File: config.mk
export PLATFORM = sky130hd
export DESIGN_NAME = fetch_stage
export DESIGN_NICKNAME = d
export VERILOG_FILES = /design/src/rtl/riscv_pkg.sv /design/src/rtl/fetch_hold_buf.sv /design/src/rtl/fetch_stage.sv
export SDC_FILE = /design/constraint.sdc
export NUM_CORES = 1
export LEC_CHECK = 0
export CAP_MARGIN = 20
export CELL_PAD_IN_SITES_DETAIL_PLACEMENT = 1
export CELL_PAD_IN_SITES_GLOBAL_PLACEMENT = 2
export CORE_ASPECT_RATIO = 0.8
export CORE_MARGIN = 2
export CORE_UTILIZATION = 34
export CTS_BUF_LIST = sky130_fd_sc_hd__clkbuf_2
export CTS_CLUSTER_DIAMETER = 80
export DETAILED_ROUTE_END_ITERATION = 6
export PLACE_DENSITY_LB_ADDON = 0.2
export SYNTH_ARGS = -nofsm -noshare
export SYNTH_HDL_FRONTEND = slang
export SYNTH_SLANG_ARGS = --single-unit
File: constraint.sdc
create_clock -name clk -period 12.5 [get_ports clk]
set_input_delay 2.5 -clock clk [delete_from_list [all_inputs] [get_ports clk]]
set_output_delay 2.5 -clock clk [all_outputs]
set_load 0.02 [all_outputs]
File: src/rtl/riscv_pkg.sv
// Shared RV32 fetch types: NOP encoding, fetch FSM states and the IF/ID register layout.
package riscv_pkg;

    localparam int          XLEN      = 32;
    localparam logic [31:0] NOP_INSTR = 32'h0000_0013; // addi x0, x0, 0

    typedef enum logic [1:0] {
        FS_IDLE = 2'd0,
        FS_REQ  = 2'd1,
        FS_WAIT = 2'd2
    } fetch_state_e;

    typedef struct packed {
        logic [XLEN-1:0] instr;
        logic [XLEN-1:0] pc;
        logic [XLEN-1:0] pc_plus4;
        logic            valid;
    } ifid_t;

    localparam int    IFID_W      = $bits(ifid_t);
    localparam ifid_t IFID_BUBBLE = '{instr: NOP_INSTR, pc: '0, pc_plus4: '0, valid: 1'b0};

    function automatic ifid_t make_ifid(input logic [XLEN-1:0] instr, input logic [XLEN-1:0] pc);
        ifid_t e;
        e.instr    = instr;
        e.pc       = pc;
        e.pc_plus4 = pc + XLEN'(4);
        e.valid    = 1'b1;
        return e;
    endfunction

endpackage

File: src/rtl/fetch_hold_buf.sv
// One-entry holding slot for a fetch response that lands while decode is stalled.
// Entry readable the cycle after write; clear beats write, write beats read.
module fetch_hold_buf import riscv_pkg::*; (
    input  logic              clk,
    input  logic              rst,
    input  logic              wr_en_i,
    input  logic [IFID_W-1:0] wr_dat_i,
    input  logic              rd_en_i,
    input  logic              clr_i,
    output logic              full_o,
    output logic [IFID_W-1:0] rd_dat_o
);

    logic              full_q, full_d;
    logic [IFID_W-1:0] dat_q, dat_d;

    always_comb begin
        full_d = full_q;
        dat_d  = dat_q;
        if (clr_i) begin
            full_d = 1'b0;
        end else if (wr_en_i) begin
            full_d = 1'b1;
            dat_d  = wr_dat_i;
        end else if (rd_en_i) begin
            full_d = 1'b0;
        end
    end

    always_ff @(posedge clk or posedge rst) begin
        if (rst) begin
            full_q <= 1'b0;
            dat_q  <= '0;
        end else begin
            full_q <= full_d;
            dat_q  <= dat_d;
        end
    end

    assign full_o   = full_q;
    assign rd_dat_o = dat_q;

endmodule

File: src/rtl/fetch_stage.sv
// Instruction fetch: one outstanding imem request, redirect kill, 1-entry decode-stall hold buffer.
// Optional FETCH_STALL_COUNT_EN adds a saturating 32-bit stall_cnt output.
module fetch_stage import riscv_pkg::*; #(
    parameter int                     DATA_LENGTH = 32,
    parameter logic [DATA_LENGTH-1:0] RESET_PC    = 32'h0000_0000
) (
    input  logic                   clk,
    input  logic                   rst,
    input  logic                   stall_f,
    input  logic                   stall_d,
    input  logic                   flush_d,
    input  logic                   pc_src_e,
    input  logic [DATA_LENGTH-1:0] pc_target_e,
    output logic                   imem_req,
    output logic [DATA_LENGTH-1:0] imem_addr,
    input  logic                   imem_ready,
    input  logic                   imem_rvalid,
    input  logic [DATA_LENGTH-1:0] imem_rdata,
    output logic [DATA_LENGTH-1:0] instr_d,
    output logic [DATA_LENGTH-1:0] pc_d,
    output logic [DATA_LENGTH-1:0] pc_plus4_d,
    output logic                   valid_d
`ifdef FETCH_STALL_COUNT_EN
    ,
    output logic [31:0]            stall_cnt
`endif
);

    fetch_state_e           state_q;
    logic [DATA_LENGTH-1:0] pc_f_q, pc_f_d;
    logic [DATA_LENGTH-1:0] req_pc_q;
    logic                   kill_q, kill_d;
    ifid_t                  ifid_q, ifid_d;
    ifid_t                  resp_ent;
    logic                   accept, resp, resp_live;
    logic                   buf_full, buf_wr, buf_rd;
    logic [IFID_W-1:0]      buf_rd_dat;

    assign imem_req  = (state_q == FS_REQ) && !stall_f && !buf_full;
    assign imem_addr = pc_f_q;
    assign accept    = imem_req && imem_ready;
    assign resp      = (state_q == FS_WAIT) && imem_rvalid;
    // A response racing a redirect is wrong-path even if no kill was recorded yet.
    assign resp_live = resp && !kill_q && !pc_src_e;
    assign resp_ent  = make_ifid(imem_rdata, req_pc_q);
    assign buf_wr    = resp_live && stall_d && !flush_d;
    assign buf_rd    = buf_full && !stall_d && !flush_d && !pc_src_e;

    fetch_hold_buf u_hold (
        .clk      (clk),
        .rst      (rst),
        .wr_en_i  (buf_wr),
        .wr_dat_i (resp_ent),
        .rd_en_i  (buf_rd),
        .clr_i    (pc_src_e),
        .full_o   (buf_full),
        .rd_dat_o (buf_rd_dat)
    );

    always_comb begin
        pc_f_d = pc_f_q;
        if (pc_src_e) begin
            pc_f_d = pc_target_e;
        end else if (accept) begin
            pc_f_d = pc_f_q + DATA_LENGTH'(4);
        end
    end

    always_comb begin
        kill_d = kill_q;
        if (pc_src_e && (accept || ((state_q == FS_WAIT) && !imem_rvalid))) begin
            kill_d = 1'b1;
        end else if (resp) begin
            kill_d = 1'b0;
        end
    end

    always_comb begin
        ifid_d = ifid_q;
        if (flush_d) begin
            ifid_d = IFID_BUBBLE;
        end else if (!stall_d) begin
            if (buf_rd) begin
                ifid_d = ifid_t'(buf_rd_dat);
            end else if (resp_live) begin
                ifid_d = resp_ent;
            end
        end
    end

    always_ff @(posedge clk or posedge rst) begin
        if (rst) begin
            state_q  <= FS_IDLE;
            pc_f_q   <= RESET_PC;
            req_pc_q <= RESET_PC;
            kill_q   <= 1'b0;
            ifid_q   <= IFID_BUBBLE;
        end else begin
            unique case (state_q)
                FS_IDLE: state_q <= FS_REQ;
                FS_REQ:  if (accept) state_q <= FS_WAIT;
                FS_WAIT: if (imem_rvalid) state_q <= FS_REQ;
                default: state_q <= FS_IDLE;
            endcase
            pc_f_q <= pc_f_d;
            kill_q <= kill_d;
            ifid_q <= ifid_d;
            if (accept) begin
                req_pc_q <= pc_f_q;
            end
        end
    end

    assign instr_d    = ifid_q.instr;
    assign pc_d       = ifid_q.pc;
    assign pc_plus4_d = ifid_q.pc_plus4;
    assign valid_d    = ifid_q.valid;

`ifdef FETCH_STALL_COUNT_EN
    logic [31:0] stall_cnt_q;

    always_ff @(posedge clk or posedge rst) begin
        if (rst) begin
            stall_cnt_q <= '0;
        end else if ((stall_f || stall_d) && (stall_cnt_q != '1)) begin
            stall_cnt_q <= stall_cnt_q + 32'd1;
        end
    end

    assign stall_cnt = stall_cnt_q;
`endif

endmodule

Yosys cells after proc, flatten, opt, wreduce, memory -nomap -nowiden
Index checks and enable logic that the tools add are counted.
{"block": "op_classes", "add_sub_neg": 2, "mul": 0, "div_mod_pow": 0, "n_lt_le_gt_ge": 0, "n_eq_ne": 5, "n_shift": 0, "mux": 14, "n_bitwise": 1, "n_reduce_logical": 29}
{"operator": "two-way mux 97 bit", "count": 4}
{"operator": "adder 32 x 3 -> 32 bit (second input constant)", "count": 2}
{"operator": "two-way mux 32 bit", "count": 2}
{"operator": "logical AND 1 bit", "count": 13}
{"operator": "zero test 1 bit", "count": 7}
{"operator": "case mux 2 bit (3 select lines)", "count": 1}
{"operator": "AND reduction 2 bit", "count": 3}
{"operator": "nonzero test 3 bit", "count": 2}
{"operator": "two-way mux 1 bit", "count": 5}
{"operator": "two-way mux 2 bit", "count": 2}
{"operator": "inequality test 2 bit (second input constant)", "count": 2}
{"operator": "nonzero test 2 bit", "count": 2}
{"operator": "equality test 2 x 1 -> 1 bit (second input constant)", "count": 1}
{"operator": "equality test 2 bit (second input constant)", "count": 1}
{"operator": "zero test 2 bit", "count": 1}
{"operator": "inequality test 2 x 1 -> 1 bit (second input constant)", "count": 1}
{"operator": "logical OR 1 bit", "count": 1}
{"operator": "inverter 1 bit", "count": 1}
{"block": "word_totals", "regBits": 262, "latch_bits": 0, "mem_bits_rw": 0, "romBits": 0, "in_bits": 72, "elab_cells": 61, "n_memories": 0}

Longest topological paths before layout
Gate-level depths: netlist (run 1).
{"block": "logic_depth", "word_depth": 8, "depth_mapped": 7, "depth_no_buf": 6}

Modules after synthesis
A second synthesis (run 1) with hierarchy kept.
{"block": "unflattened", "cells_unflattened": 1203, "area_unflattened_um2": 12303.0}
{"mod": "fetch_stage", "n_inst": 1, "cells_each": 992, "area_each_um2": 8523.2}
{"mod": "fetch_hold_buf", "n_inst": 1, "cells_each": 211, "area_each_um2": 3779.9}

Least setup slack after synthesis (run 1)
OpenSTA, ideal clock, no wires.
{"block": "synth_timing", "kind": "input-to-output", "from": "input port stall_f", "to": "output port imem_req", "t_arrival_ns": 3.207, "path_slack_ns": 6.793, "cell_stages": 3, "cell_sequence": "or4b_1 > buf_6 > inv_6"}
{"block": "synth_via", "elab_chain_len": 3}
{"element": "start: declaration", "line_no": "fetch_stage.sv:9", "source": "input logic stall_f,"}
{"element": "zero test 1 bit", "line_no": "fetch_stage.sv:39", "source": "assign imem_req = (state_q == FS_REQ) && !stall_f && !buf_full;"}
{"element": "logical AND 1 bit (2 in series)", "line_no": "fetch_stage.sv:39"}
{"element": "end: declaration", "line_no": "fetch_stage.sv:14", "source": "output logic imem_req,"}
Every way passes these cells.

Worst setup path after layout (run 1)
Ends and elaborated chain as after synthesis.

==> results.md, run 1 <==
* CTS Hold Bufs at 0
* Slew HR at between 20% and 30%
* Via density at 5.104
* CTS buffer count at 71
* Post_cts resized at 0
* Site Rows at a little over 60
* Worst hold path cell count at 2
* Pin count of the biggest net entering global routing at 95
* Fmax at 145.6 MHz
* Unrepaired setup endpoints after global routing: false
* Maximum clock path buffer count at 3
* Required time of the critical path at around 10000 ps
* Critical path's slowest cell: or4b_1
* # setup viols final at 0
* Clk slew on worst S/H paths at 110 ps
* Tmin final at 6869 ps
* Worst skew pair latency at between 900 and 1000 ps
* Final setup skew at ~110 ps
* Final nets at 1543
* Syn. warnings at 0
* Asr flop ratio synth at 100.0%
* Mapped Cells at roughly 1300
* Worst min path class: reg -> reg
* Slew Limit Fails at 0
* Max_cap viols at 0
* Synth-to-Final Area Change at 24.29%
* Routed vias at slightly above 10000
* Delay-heaviest family, CP: buffers and inverters
* Final WL at 38200 um
* Avg Cell Area, Syn at slightly above 9 sq um
* PortBufs at 201
* Hold slack at between 400 and 500 ps
* Post-synthesis cell area at about 0.012 sq mm
* DIE AREA at ~0.037 sq mm
* Top FF cell, synth: dfrtp_1
* FF+latch count, synth at around 260
* Cell area power density at between 100 and 150 mW/mm^2
* CP cell instances: clkdlybuf4s50_1 > or4b_1 > inv_6 > clkdlybuf4s50_1
* Post-synth EDFFs at 0
* Clock Tree Root: clkbuf_2
* Vias in the first global route at approximately 10000
* Core Area at around 0.035 sq mm
* CP peak stage delay at between 600 and 700 ps
* FF/Latch Area at between 0.006 and 0.007 sq mm
* Initial antenna violation count at 1
* Outcome: complete, no violations
* Crit path top cell by count: clkdlybuf4s50_1
* Starting Density at about a third
* Startpoint Class: input port
* Total grt overflow at 0
* Library cells used by synthesis at just under 50
* Chip height at 171.6 um
* Die W at about 210 um
* Critical path type: in -> out
* Crit path buf inv count at 3
* Fillcell total at between 4000 and 5000
* Crit-path max FO at 5
* WP depth at 4
* LEAKAGE at about 6.8 nW
* Tcrit/Tclk final at 54.95%
* CTS tree: built
* GP Congestion at 0.7924
* Global-route wire length before repair at around 61000 um
* Worst endpoint data arrival time at between 4000 and 5000 ps
* Sequential area share after synthesis at a little over half
* Residual DRC at 0
* Post-Syn Nets at 1352
* Final ANT Viol Nets at 0
* Dpl hpwl at 24350 um
* TritonRoute pass-1 iters at 4
* Peak VDD IR at ~63 uV
* Final hold vios at 0
* 1st-iter DRT viols at 545
* Setup bufs post-CTS at 0
* Routed WL per cell at approximately 19 um
* All-Layer GR Usage at between 20% and 30%
* Num ports at roughly 200
* TritonCTS Sinks at about 260
* CP Capture Type: output port
* Htree depth at 3
* Worst Tran Pin Value at between 1000 and 1500 ps
* FF-to-FF path depth at 5
* Multi-input combinational cell area at just over 0.005 sq mm
* Setup Total Neg Slack at 0 ps
* Share of layout cells above drive strength 1 at around 9.9%
metrics by stage:
step | setup slack (ps) | cells | cell area [sq um] | total power, mW | utilization, %
global placement | 5653 | 1868 | 14290 | 1.253 | 41.23
floorplan | 2907 | 1278 | 11940 | 1.125 | -
finish | 5631 | 1981 | 14850 | 1.822 | 42.84
global route | 5561 | 1981 | 14850 | 1.932 | 42.84
CTS | 5624 | 1980 | 14840 | 1.857 | 42.84
detailed placement | 5635 | 1868 | 14290 | 1.260 | 41.23
path summary, 6_finish.rpt:
check | startpoint | to | slack (ps)
min in group asynchronous | rst | imem_addr[19]$_DFFE_PP0P_ | 2050
worst max-delay path | stall_f | imem_req | 5630
max in group asynchronous | rst | pc_plus4_d[31]$_DFFE_PP0P_ | 8350
worst max register to register | u_hold.full_o$_DFFE_PP0P_ | pc_plus4_d[30]$_DFFE_PP0P_ | 9990
worst min-delay path | u_hold.rd_dat_o[18]$_DFFE_PP0P_ | pc_plus4_d[17]$_DFFE_PP0P_ | 470
worst min register to register | u_hold.rd_dat_o[18]$_DFFE_PP0P_ | pc_plus4_d[17]$_DFFE_PP0P_ | 470
registers in the layout (all words and copies together) (netlist names):
name	cells
instr_d	32
req_pc_q	32
pc_plus4_d	30
pc_d	32
state_q	2
kill_q	1
imem_addr	32
u_hold.rd_dat_o	95
valid_d	1
u_hold.full_o	1
layer usage:
layer,vias up,part of all wire (%),GRT usage (%)
met5,-,0,0
met4,0,2.0,6.341
met3,57,4.3,3.816
met2,212,46,33.33
met1,5089,48,30.45
li1,4753,-,-
worst reg2reg max path: stages (launching register included):
cell     delay [ps]
dfrtp_1         450
or4b_4          780
buf_4           530
nand3_1         240
a21oi_1          90
or3_1           390
logic make-up (layout without fill, tap and decap cells):
| kind of cell | after synthesis | count (layout) | share of synthesized area [%] |
|---|---|---|---|
| mux | 72 | 72 | 6.118 |
| simple gates | 591 | 591 | 21.92 |
| buf+inv | 106 | 336 | 3.635 |
| other cells | 0 | 1 | 0 |
| xor+xnor | 54 | 54 | 3.960 |
| fa+ha+maj | 2 | 2 | 0.2095 |
| compound gates | 195 | 195 | 10.08 |
| flops | 258 | 258 | 54.09 |
placed cells by master, fill, tap and decap left out, types with 4 or more instances in the layout:
master	netlist	layout
nand2_1	366	366
dfrtp_1	255	255
clkdlybuf4s50_1	0	199
clkbuf_2	1	106
nor2_1	88	87
a211oi_1	66	66
mux2i_1	64	64
o21ai_0	61	61
a21oi_1	31	31
nand3_1	29	29
xor2_1	27	27
xnor2_1	27	27
and3_1	20	20
nor3_1	20	19
nand4_1	18	18
buf_4	2	15
and4_1	12	12
nor4_1	11	11
o21ai_1	11	11
o22ai_1	10	10
mux2_2	8	8
inv_1	8	7
a21o_1	7	7
nor4b_1	5	4
clkinv_1	0	4
final cells by class:
type                       instances  area share (%)
inverter                           9          0.3118
antenna                            1         0.01686
clock inverter                     6          0.1770
sequential                       258           43.51
clock buffer                     106           3.574
multi-input combinational        914           34.22
tap                              472           3.978
timing repair buffer             215           14.21
report_power, final:
part	switching [mW]	internal (mW)	total [mW]
clock network	0.363	0.219	0.582
logic	0.130	0.0981	0.228
registers	0.119	0.894	1.01
cells in the mapped netlist (12+ instances only):
| master | count | area, sq um |
|---|---|---|
| and3_1 | 20 | 125.1 |
| nor3_1 | 20 | 100.1 |
| nand2_1 | 366 | 1374 |
| o21ai_0 | 61 | 305.3 |
| clkbuf_1 | 74 | 277.8 |
| dfrtp_1 | 255 | 6381 |
| nand3_1 | 29 | 145.1 |
| and4_1 | 12 | 105.1 |
| nor2_1 | 88 | 330.3 |
| xnor2_1 | 27 | 236.5 |
| buf_2 | 12 | 60.06 |
| a21oi_1 | 31 | 155.2 |
| a211oi_1 | 66 | 495.5 |
| nand4_1 | 18 | 112.6 |
| xor2_1 | 27 | 236.5 |
| mux2i_1 | 64 | 640.6 |
(Power assumes the default switching activity.)
==> run 2, diff against run 1 <==
--- a/config.mk
+++ b/config.mk
@@ -10,7 +10,7 @@
 export CELL_PAD_IN_SITES_GLOBAL_PLACEMENT = 2
 export CORE_ASPECT_RATIO = 0.8
 export CORE_MARGIN = 2
-export CORE_UTILIZATION = 34
+export CORE_UTILIZATION = 31
 export CTS_BUF_LIST = sky130_fd_sc_hd__clkbuf_2
 export CTS_CLUSTER_DIAMETER = 80
 export DETAILED_ROUTE_END_ITERATION = 6
==> constraint.sdc (replaced) <==
create_clock -name clk -period 6 [get_ports clk]
set_input_delay 1.2 -clock clk [delete_from_list [all_inputs] [get_ports clk]]
set_output_delay 1.2 -clock clk [all_outputs]
set_load 0.02 [all_outputs]
==> run 2 against run 1 <==
Effect of this change:
- via count decreased by 0.16%
- critical path depth unchanged
- non-clock buffer count unchanged
- combinational power increased by 110%
- sequential cell count unchanged
- global-route usage decreased by 1.4 points
- worst hold slack improved by 2.3 ps
- die area increased by 9.5%
- design area increased by 0.47%
- count of clock-buffer cells in the layout decreased by 2
- critical path type unchanged
- largest cell class unchanged
- highest routed layer unchanged
==> results.md, run 2 (synthesis gave the netlist of run 1 again) <==
* Outcome: complete, no violations (unchanged)
* Share of layout cells above drive strength 1 at 9.835% (was 9.947%)
* Peak VDD IR at 102.3 uV (was 63.35 uV)
* Clock Tree Root: clkbuf_2 (unchanged)
* Crit path to: imem_req (unchanged)
* Dpl hpwl at 24680 um (was 24350 um)
* All-Layer GR Usage at 20.05% (was 21.41%)
* CP Capture Type: output port (unchanged)
* Worst endpoint data arrival time at 3050 ps (was 4370 ps)
* FF-to-FF path depth at 6 (was 5)
* Cell area power density at 254.9 mW/mm^2 (was 122.8 mW/mm^2)
* Final setup skew at 59.18 ps (was 110.6 ps)
* Maximum clock path buffer count at 3 (unchanged)
* Setup bufs post-CTS at 0 (unchanged)
* Initial antenna violation count at 1 (unchanged)
* Worst skew pair latency at 860 ps (was 910 ps)
* Vias in the first global route at 10820 (was 10490)
* Max_cap viols at 0 (unchanged)
* Final nets at 1543 (unchanged)
* Tmin final at between 4000 and 5000 ps
* Worst reg2reg path endpoint: imem_addr[5]$_DFFE_PP0P_ (was pc_plus4_d[30]$_DFFE_PP0P_)
* Total grt overflow at 0 (unchanged)
* TritonRoute pass-1 iters at 4 (unchanged)
* # setup viols final at 0 (unchanged)
* Synth-to-Final Area Change at 24.88% (was 24.29%)
* Setup Total Neg Slack at 0 ps (unchanged)
* 1st-iter DRT viols at 586 (was 545)
* LEAKAGE at 6.777 nW (was 6.761 nW)
* CTS tree: built (unchanged)
* Global-route wire length before repair at 63340 um (was 60840 um)
* Critical path type: in -> out (unchanged)
* Max reg flops at 95 (unchanged)
* Unrepaired setup endpoints after global routing: false (unchanged)
* Final core utilization at 39.13% (was 42.84%)
* GP Congestion at 0.7573 (was 0.7924)
* Residual DRC at 0 (unchanged)
* Commonest cells after routing, fill and taps aside: nand2_1 (366), dfrtp_1 (255), clkdlybuf4s50_1 (199), clkbuf_2 (104), nor2_1 (87) (was nand2_1 (366), dfrtp_1 (255), clkdlybuf4s50_1 (199), clkbuf_2 (106), nor2_1 (87))
* Htree depth at 3 (unchanged)
* Starting Density at 31.34% (was 34.47%)
* Final ANT Viol Nets at 0 (unchanged)
* Via density at 5.020 (was 5.104)
* Crit-path max FO at 5 (unchanged)
* Crit Reg-Reg Startpoint: u_hold.full_o$_DFFE_PP0P_ (unchanged)
* TritonCTS Sinks at 258 (unchanged)
* Final hold vios at 0 (unchanged)
* Final WL at 39400 um (was 38200 um)
* Die W at 223.5 um (was 213.6 um)
* Chip height at 179.6 um (was 171.6 um)
* CTS buffer count at 71 (unchanged)
* Routed vias at 10100 (was 10110)
* DIE AREA at 0.04012 sq mm (was 0.03665 sq mm)
* Required time of the critical path at 4800 ps (was 10000 ps)
* Slew Limit Fails at 0 (unchanged)
* Worst min path class: reg -> reg (unchanged)
* Pin count of the biggest net entering global routing at 136 (was 95)
* Worst Tran Pin Value at 1119 ps (was 1051 ps)
* Startpoint Class: input port (unchanged)
* Core Area at 0.03812 sq mm (was 0.03465 sq mm)
* Tcrit/Tclk final at 70.76%
* Hold slack at 474.8 ps (was 472.5 ps)
* Final Power at 3.802 mW (was 1.822 mW)
* CTS Hold Bufs at 0 (unchanged)
* Routed WL per cell at 19.59 um (was 19.28 um)
* Post_cts resized at 0 (unchanged)
* PortBufs at 201 (unchanged)
* Num ports at 202 (unchanged)
* Fillcell total at 4441 (was 4080)
* Commonest non-fill, non-tap cell in the layout: nand2_1 (unchanged)
* Clk slew on worst S/H paths at 120 ps (was 110 ps)
* Site Rows at 64 (was 61)
* Slew HR at 25.42% (was 29.92%)
* Critical path startpoint: stall_f (unchanged)
* Fmax at about 240 MHz
* Register-to-register setup slack at 3310 ps (was 9990 ps)
## run 2: through the flow
step           cell area, sq um  std cells  worst slack (ps)
2_1_floorplan             11950       1278              1403
3_3_place_gp              14340       1891              1762
3_5_place_dp              14340       1891              1759
4_1_cts                   14910       2010              1749
5_1_grt                   14920       2011              1698
6_report                  14920       2011              1754
## run 2: worst min-delay path by stage
stage | from | to | slack (ps) | cells after the start
6_report | u_hold.rd_dat_o[8]$_DFFE_PP0P_ | pc_plus4_d[7]$_DFFE_PP0P_ | 470 | 1
5_1_grt | u_hold.rd_dat_o[8]$_DFFE_PP0P_ | pc_plus4_d[7]$_DFFE_PP0P_ | 490 | 1
4_1_cts | u_hold.rd_dat_o[33]$_DFFE_PP0P_ | u_hold.rd_dat_o[33]$_DFFE_PP0P_ | 490 | 2
3_5_place_dp | u_hold.rd_dat_o[0]$_DFFE_PP0P_ | u_hold.rd_dat_o[0]$_DFFE_PP0P_ | 450 | 1
3_3_place_gp | u_hold.rd_dat_o[0]$_DFFE_PP0P_ | u_hold.rd_dat_o[0]$_DFFE_PP0P_ | 450 | 1
2_1_floorplan | u_hold.rd_dat_o[0]$_DFFE_PP0P_ | u_hold.rd_dat_o[0]$_DFFE_PP0P_ | 440 | 1
## run 2: cell type report
cell class,count,area [sq um],area share [%]
sequential,258,6460,43.31
multi-input combinational,914,5080,34.06
timing repair buffer,215,2135,14.31
tap,495,619.3,4.152
clock buffer,104,520.5,3.490
clock inverter,15,56.30,0.3775
inverter,9,42.54,0.2852
antenna,1,2.502,0.01678
## run 2: critical path, cell delays in order
cell,delay (ps)
clkdlybuf4s50_1,400
or4b_1,670
inv_6,140
clkdlybuf4s50_1,620
## run 2: where the power goes
| part | switching, mW | internal, mW |
|---|---|---|
| clock network | 0.765 | 0.455 |
| registers | 0.243 | 1.86 |
| logic | 0.272 | 0.206 |
| total | 1.28 | 2.52 |
## run 2: routing by layer
metal	GRT usage, %	share of wire (%)	vias to the layer above
met5	0	0	-
met4	5.627	1.7	0
met3	3.220	3.5	55
met2	32.00	46	187
met1	28.21	48	5085
li1	-	-	4768
